`src/rtl/cluster_clock_switch_ctrl.sv`:
```
// Sequencer for the cluster 2:1 clock mux: lock-gated source switches with gate/settle/ungate
// handshake, plus autonomous fallback to the reference clock on FLL lock loss.
`timescale 1ns/1ps

module cluster_clock_switch_ctrl #(
  parameter int unsigned SETTLE_CYCLES = 8,
  parameter int unsigned LOCK_TIMEOUT  = 1023
) (
  input  logic clk_i,
  input  logic rst_i,
  input  logic switch_req_i,
  input  logic switch_target_i,
  input  logic fll_lock_i,
  input  logic clk_gate_ack_i,
  input  logic err_clr_i,
  output logic clk_sel_o,
  output logic clk_gate_req_o,
  output logic busy_o,
  output logic done_o,
  output logic error_o,
  output logic lock_lost_o
);

  localparam int unsigned CntMax = (SETTLE_CYCLES > LOCK_TIMEOUT) ? SETTLE_CYCLES : LOCK_TIMEOUT;
  localparam int unsigned CNT_W  = $clog2(CntMax + 1);
  localparam logic [CNT_W-1:0] LockLast   = CNT_W'(LOCK_TIMEOUT - 1);
  localparam logic [CNT_W-1:0] SettleLast = CNT_W'(SETTLE_CYCLES - 1);

  typedef enum logic [2:0] {
    StIdle,
    StWaitLock,
    StGate,
    StSettle,
    StUngate
  } state_e;

  state_e           state_q;
  logic [CNT_W-1:0] cnt_q;
  logic [CNT_W-1:0] cnt_inc;
  logic             target_q;
  logic             lock_meta_q;
  logic             lock_s_q;

  // Saturating increment: the counter must never wrap back to zero.
  always_comb begin
    cnt_inc = cnt_q;
    if (cnt_q != {CNT_W{1'b1}}) begin
      cnt_inc = cnt_q + CNT_W'(1);
    end
  end

  assign busy_o = (state_q != StIdle);

  always_ff @(posedge clk_i or posedge rst_i) begin
    if (rst_i) begin
      state_q        <= StIdle;
      cnt_q          <= '0;
      target_q       <= 1'b0;
      lock_meta_q    <= 1'b0;
      lock_s_q       <= 1'b0;
      clk_sel_o      <= 1'b0;
      clk_gate_req_o <= 1'b0;
      done_o         <= 1'b0;
      error_o        <= 1'b0;
      lock_lost_o    <= 1'b0;
    end else begin
      lock_meta_q <= fll_lock_i;
      lock_s_q    <= lock_meta_q;
      done_o      <= 1'b0;

      // Clears come first so a same-cycle set below takes precedence.
      if (err_clr_i) begin
        error_o     <= 1'b0;
        lock_lost_o <= 1'b0;
      end

      case (state_q)
        StIdle: begin
          if (clk_sel_o && !lock_s_q) begin
            target_q       <= 1'b0;
            lock_lost_o    <= 1'b1;
            clk_gate_req_o <= 1'b1;
            state_q        <= StGate;
          end else if (switch_req_i) begin
            target_q <= switch_target_i;
            if (switch_target_i == clk_sel_o) begin
              done_o <= 1'b1;
            end else if (switch_target_i) begin
              cnt_q   <= '0;
              state_q <= StWaitLock;
            end else begin
              clk_gate_req_o <= 1'b1;
              state_q        <= StGate;
            end
          end
        end

        StWaitLock: begin
          if (lock_s_q) begin
            clk_gate_req_o <= 1'b1;
            state_q        <= StGate;
          end else if (cnt_q == LockLast) begin
            error_o <= 1'b1;
            state_q <= StIdle;
          end else begin
            cnt_q <= cnt_inc;
          end
        end

        StGate: begin
          // Mux select only moves while the cluster clock is confirmed gated.
          if (clk_gate_ack_i) begin
            clk_sel_o <= target_q;
            cnt_q     <= '0;
            state_q   <= StSettle;
          end
        end

        StSettle: begin
          if (cnt_q == SettleLast) begin
            clk_gate_req_o <= 1'b0;
            state_q        <= StUngate;
          end else begin
            cnt_q <= cnt_inc;
          end
        end

        StUngate: begin
          if (!clk_gate_ack_i) begin
            done_o  <= 1'b1;
            state_q <= StIdle;
          end
        end

        default: begin
          clk_gate_req_o <= 1'b0;
          state_q        <= StIdle;
        end
      endcase
    end
  end

endmodule

```
`config.mk`:
```
export PLATFORM = sky130hd
export DESIGN_NAME = cluster_clock_switch_ctrl
export DESIGN_NICKNAME = d
export VERILOG_FILES = /design/src/rtl/cluster_clock_switch_ctrl.sv
export SDC_FILE = /design/constraint.sdc
export NUM_CORES = 1
export LEC_CHECK = 0
export CAP_MARGIN = 20
export CORE_MARGIN = 3
export CORE_UTILIZATION = 50
export DETAILED_ROUTE_END_ITERATION = 10
export PLACE_DENSITY_LB_ADDON = 0.12
export SYNTH_ARGS = -nofsm -noshare
export SYNTH_HDL_FRONTEND = slang
export SYNTH_SLANG_ARGS = --single-unit
```
`constraint.sdc`:
```
create_clock -name clk_i -period 3.22 [get_ports clk_i]
set_input_delay 0.805 -clock clk_i [delete_from_list [all_inputs] [get_ports clk_i]]
set_output_delay 0.805 -clock clk_i [all_outputs]
set_load 0.1 [all_outputs]
```
# Yosys cells after proc, flatten, opt, wreduce, memory -nomap -nowiden
# Cells that the tools add are included.
[totals]
regBits = 21
input_bits = 7
output_inout_bits = 6
word_cells = 88
[op_classes]
add_sub_neg = 1
n_eq_ne = 23
n_mux = 41
bitwise = 1
reduce_logical = 12
[ops]
columns = ["operator", "count"]
rows = [
  ["$mux W10", 9],
  ["$pmux W10 S4", 1],
  ["$mux W3", 8],
  ["$ne A2 B2 Y1 const B", 11],
  ["$mux W1", 19],
  ["$pmux W3 S5", 1],
  ["$ne A3 B3 Y1 const B", 4],
  ["$reduce_and A6 Y1", 2],
  ["$add A10 B1 Y10 const B", 1],
  ["$eq A10 B10 Y1 const B", 1],
  ["$eq A10 B3 Y1 const B", 1],
  ["$ne A10 B10 Y1 const B", 1],
  ["$reduce_and A9 Y1", 1],
  ["$eq A3 B2 Y1 const B", 2],
  ["$pmux W1 S4", 1],
  ["$reduce_and A2 Y1", 2],
  ["$reduce_bool A4 Y1", 1],
  ["$eq A3 B1 Y1 const B", 1],
  ["$eq A3 B3 Y1 const B", 1],
  ["$logic_not A3 Y1", 1],
  ["$reduce_bool A3 Y1", 1],
  ["$mux W2", 1],
  ["$pmux W1 S2", 1],
  ["$reduce_bool A2 Y1", 1],
  ["other kinds (5)", 5],
]

# Logic depth before layout (Yosys ltp)
[logic_depth]
depth_word = 5
depth_mapped = 8
ltp_nobuf = 7

# Worst setup path before layout
# Ideal clock, no wire load.
[synth_path]
kind = "register to output"
startpoint = "register state_q[1]"
endpoint = "output port busy_o"
arrival_time_ns = 1.521
t_required_ns = 2.415
slack_ns = 0.894
path_stages_with_launch = 3
n_path_buf = 1
cell_sequence = "dfrtp_1 clkbuf_1 or3_1"
[synth_between]
elab_chain_len = 1
[synth_rtl]
columns = ["item", "line", "text"]
rows = [
  ["start, declared", "37", "state_e state_q;"],
  ["start signal, assigned", "56", "state_q <= StIdle;"],
  ["start signal, assigned", "83", "state_q <= StGate;"],
  ["start signal, assigned", "90", "state_q <= StWaitLock;"],
  ["$reduce_bool A3 Y1", "52", "assign busy_o = (state_q != StIdle);"],
  ["end, declared", "18", "output logic busy_o,"],
]
# Every way passes these cells.

# Worst setup path after layout
# Ends and elaborated chain as after synthesis.

==> run metrics <==
outcome completed; M2 GR Usage 26.9%; Synth area leaders dfrtp_1, nand2_1, nand3_1; Synth top area share 41.4%; worst hold path type reg -> reg; min Tclk post-route 2.44 ns; asr flop ratio synth 100%; cts bufs inserted 3; reg-to-reg critical path startpoint cnt_q[1]; die height about 56 µm; DRC errors left 0; Clock Skew around 0.0071 ns; synthesis-stage register bit count 21; Placed Area approximately 1400 µm²; syn_area_per_cell about 9.1 µm²; final instance area approximately 1400 µm²; Most Crowded Layer GR met1; GR Util met3 under 10%; critical path capture point type output pin; M1 GR Usage between 20% and 30%; Total Routed Length approximately 2600 µm; CTS tree built; FMAX a little over 0.4 GHz; RD Place Congestion roughly 0.83; Post-CTS Setup Inserts 0; global route overflow 0; yosys warns 0; largest net degree at the start of global routing 22; maximum buffer depth of the clock tree 2; Max Cap Viol 0; FP Rows 17; hold depth 0; nets 161; wire per inst between 10 and 15 µm; Fin. Hold Viols 0; TritonRoute pass-1 iters 4; Worst setup SP type flip-flop; leading area contributor after synthesis dfrtp_1; mapped cell area about 1300 µm²; RSZ-0062 raised after global routing false; Worst EP required 2.41 ns; relative slew slack a little under half; routed via count 1102; first-pass GRT wire length 4640 µm; peak supply drop approximately 0.0006 V; Worst Setup SP state_q[1]; Pleak a little over 0.6 nW; Initial DRC Count 47; clock latency on the worst-skew pair around 0.31 ns; total power draw 0.00118 W; Clock transition at path regs 0.13 ns; sequential-to-total area share from yosys stat 41.4%; IO Pins 13; hold_buf cts 0; Final ANT Viol Nets 0; synth unique cells between 40 and 50; Worst R2R Setup Slack 1.12 ns; clock sinks 21; antenna violations before repair 0; net count after synthesis roughly 150; starting density of the core 54.7%; launch point of the worst hold path lock_meta_q; CTS root buf clkbuf_4; # resized after CTS 0; fin crit share between 70% and 80%; vias in the first global route about 990; Layout area overhead 12.0%; slowest CP cell dfrtp_1; fillcell total roughly 210; number of enable flip-flop cells after synthesis 0; share of layout cells above drive strength 1 a little over an eighth; critical path class reg -> out; power density over the cells between 800 and 900 nW/µm²; CP max FO 14; ys flop type dfrtp_1; most frequent cells after synthesis dfrtp_1, nand2_1, inv_1; Worst Tran Pin Value a little under 0.8 ns; Die Wd between 50 and 60 µm; die area between 3000 and 4000 µm²; H-tree depth 1; Largest delay share family, worst path flip-flops; final-report max-slew violation count 0; IO buf count 12; worst-path cell chain or3_1, buf_4; antenna diode count 0; Detailed Place HPWL roughly 1900 µm; slowest cell delay on critical path 0.58 ns; Final setup viols 0; most common cell in the synthesized netlist dfrtp_1; Vias per Instance 6.16; overall routing resource usage 18.2%; critical path depth in cells 2; Worst EP arrival 1.64 ns; CP bufs+invs 1; core area 2320 µm²; TNS Setup 0 ns; cell count after placement 175; r2r worst-path depth 6; Syn Inst Count 140; Final Instance Count excl. Fillers about 180
sequential cells by signal, summed over array words and instances (netlist names):
register        count
lock_lost_o         1
cnt_q              10
lock_s_q            1
state_q             3
target_q            1
clk_sel_o           1
lock_meta_q         1
clk_gate_req_o      1
error_o             1
done_o              1
kinds of logic (layout without fill, tap and decap cells):
group                    after synthesis  after routing  synth area share (%)
multiplexers                           1              1                 0.789
XOR/XNOR                               1              1                 0.690
adder cells (fa/ha/maj)                2              2                  1.97
buffers and inverters                 17             28                  5.23
AO/OA/AOI/OAI                         41             41                  24.6
AND/OR/NAND/NOR                       57             57                  25.3
flip-flops                            21             21                  41.4
final timing paths:
| check | to |
|---|---|
| hold reg to reg | lock_s_q |
| min in group asynchronous | error_o |
| max in group asynchronous | cnt_q[2] |
| setup reg to reg | cnt_q[2] |
| hold / removal | lock_s_q |
| setup / recovery | busy_o |
layer usage:
metal	vias up	share of wire, %	routed length (µm)
li1	546	-	-
met5	-	0	0
met3	4	5.6	146
met2	30	41	1070
met1	522	51	1330
met4	0	1.5	40
power by group:
part	switching (W)	internal (W)
Clock	0.0000838	0.0000473
Sequential	0.000123	0.000334
Combinational	0.000381	0.000208
cells in the final DEF, fill, tap and decap left out, types with 3 or more instances in the layout:
cell,instances
o21ai_0,3
o211ai_1,4
inv_1,11
a31oi_1,5
a22oi_1,3
a21oi_1,3
buf_4,7
clkdlybuf4s50_1,6
o22ai_1,6
dfrtp_1,21
clkbuf_4,3
nor2_1,6
nand2_1,16
nand3_1,9
nand2b_1,3
nand4_1,3
per-stage QoR:
step,hold slack [ns],worst slack [ns],utilization (%)
finish,0.364,0.779,61.3
global route,0.384,0.717,61.3
CTS,0.368,0.774,61.3
detailed placement,0.337,0.640,60.0
global placement,0.334,0.665,60.0
floorplan,0.331,0.894,-
layout make-up:
type | count | area [µm²] | area share [%]
multi-input combinational | 102 | 677 | 47.6
sequential | 21 | 526 | 37.0
timing repair buffer | 13 | 113 | 7.92
inverter | 11 | 41.3 | 2.90
tap | 28 | 35.0 | 2.46
clock buffer | 3 | 22.5 | 1.58
clock inverter | 1 | 7.51 | 0.528
No activity file was read; power rests on OpenSTA's default activity.
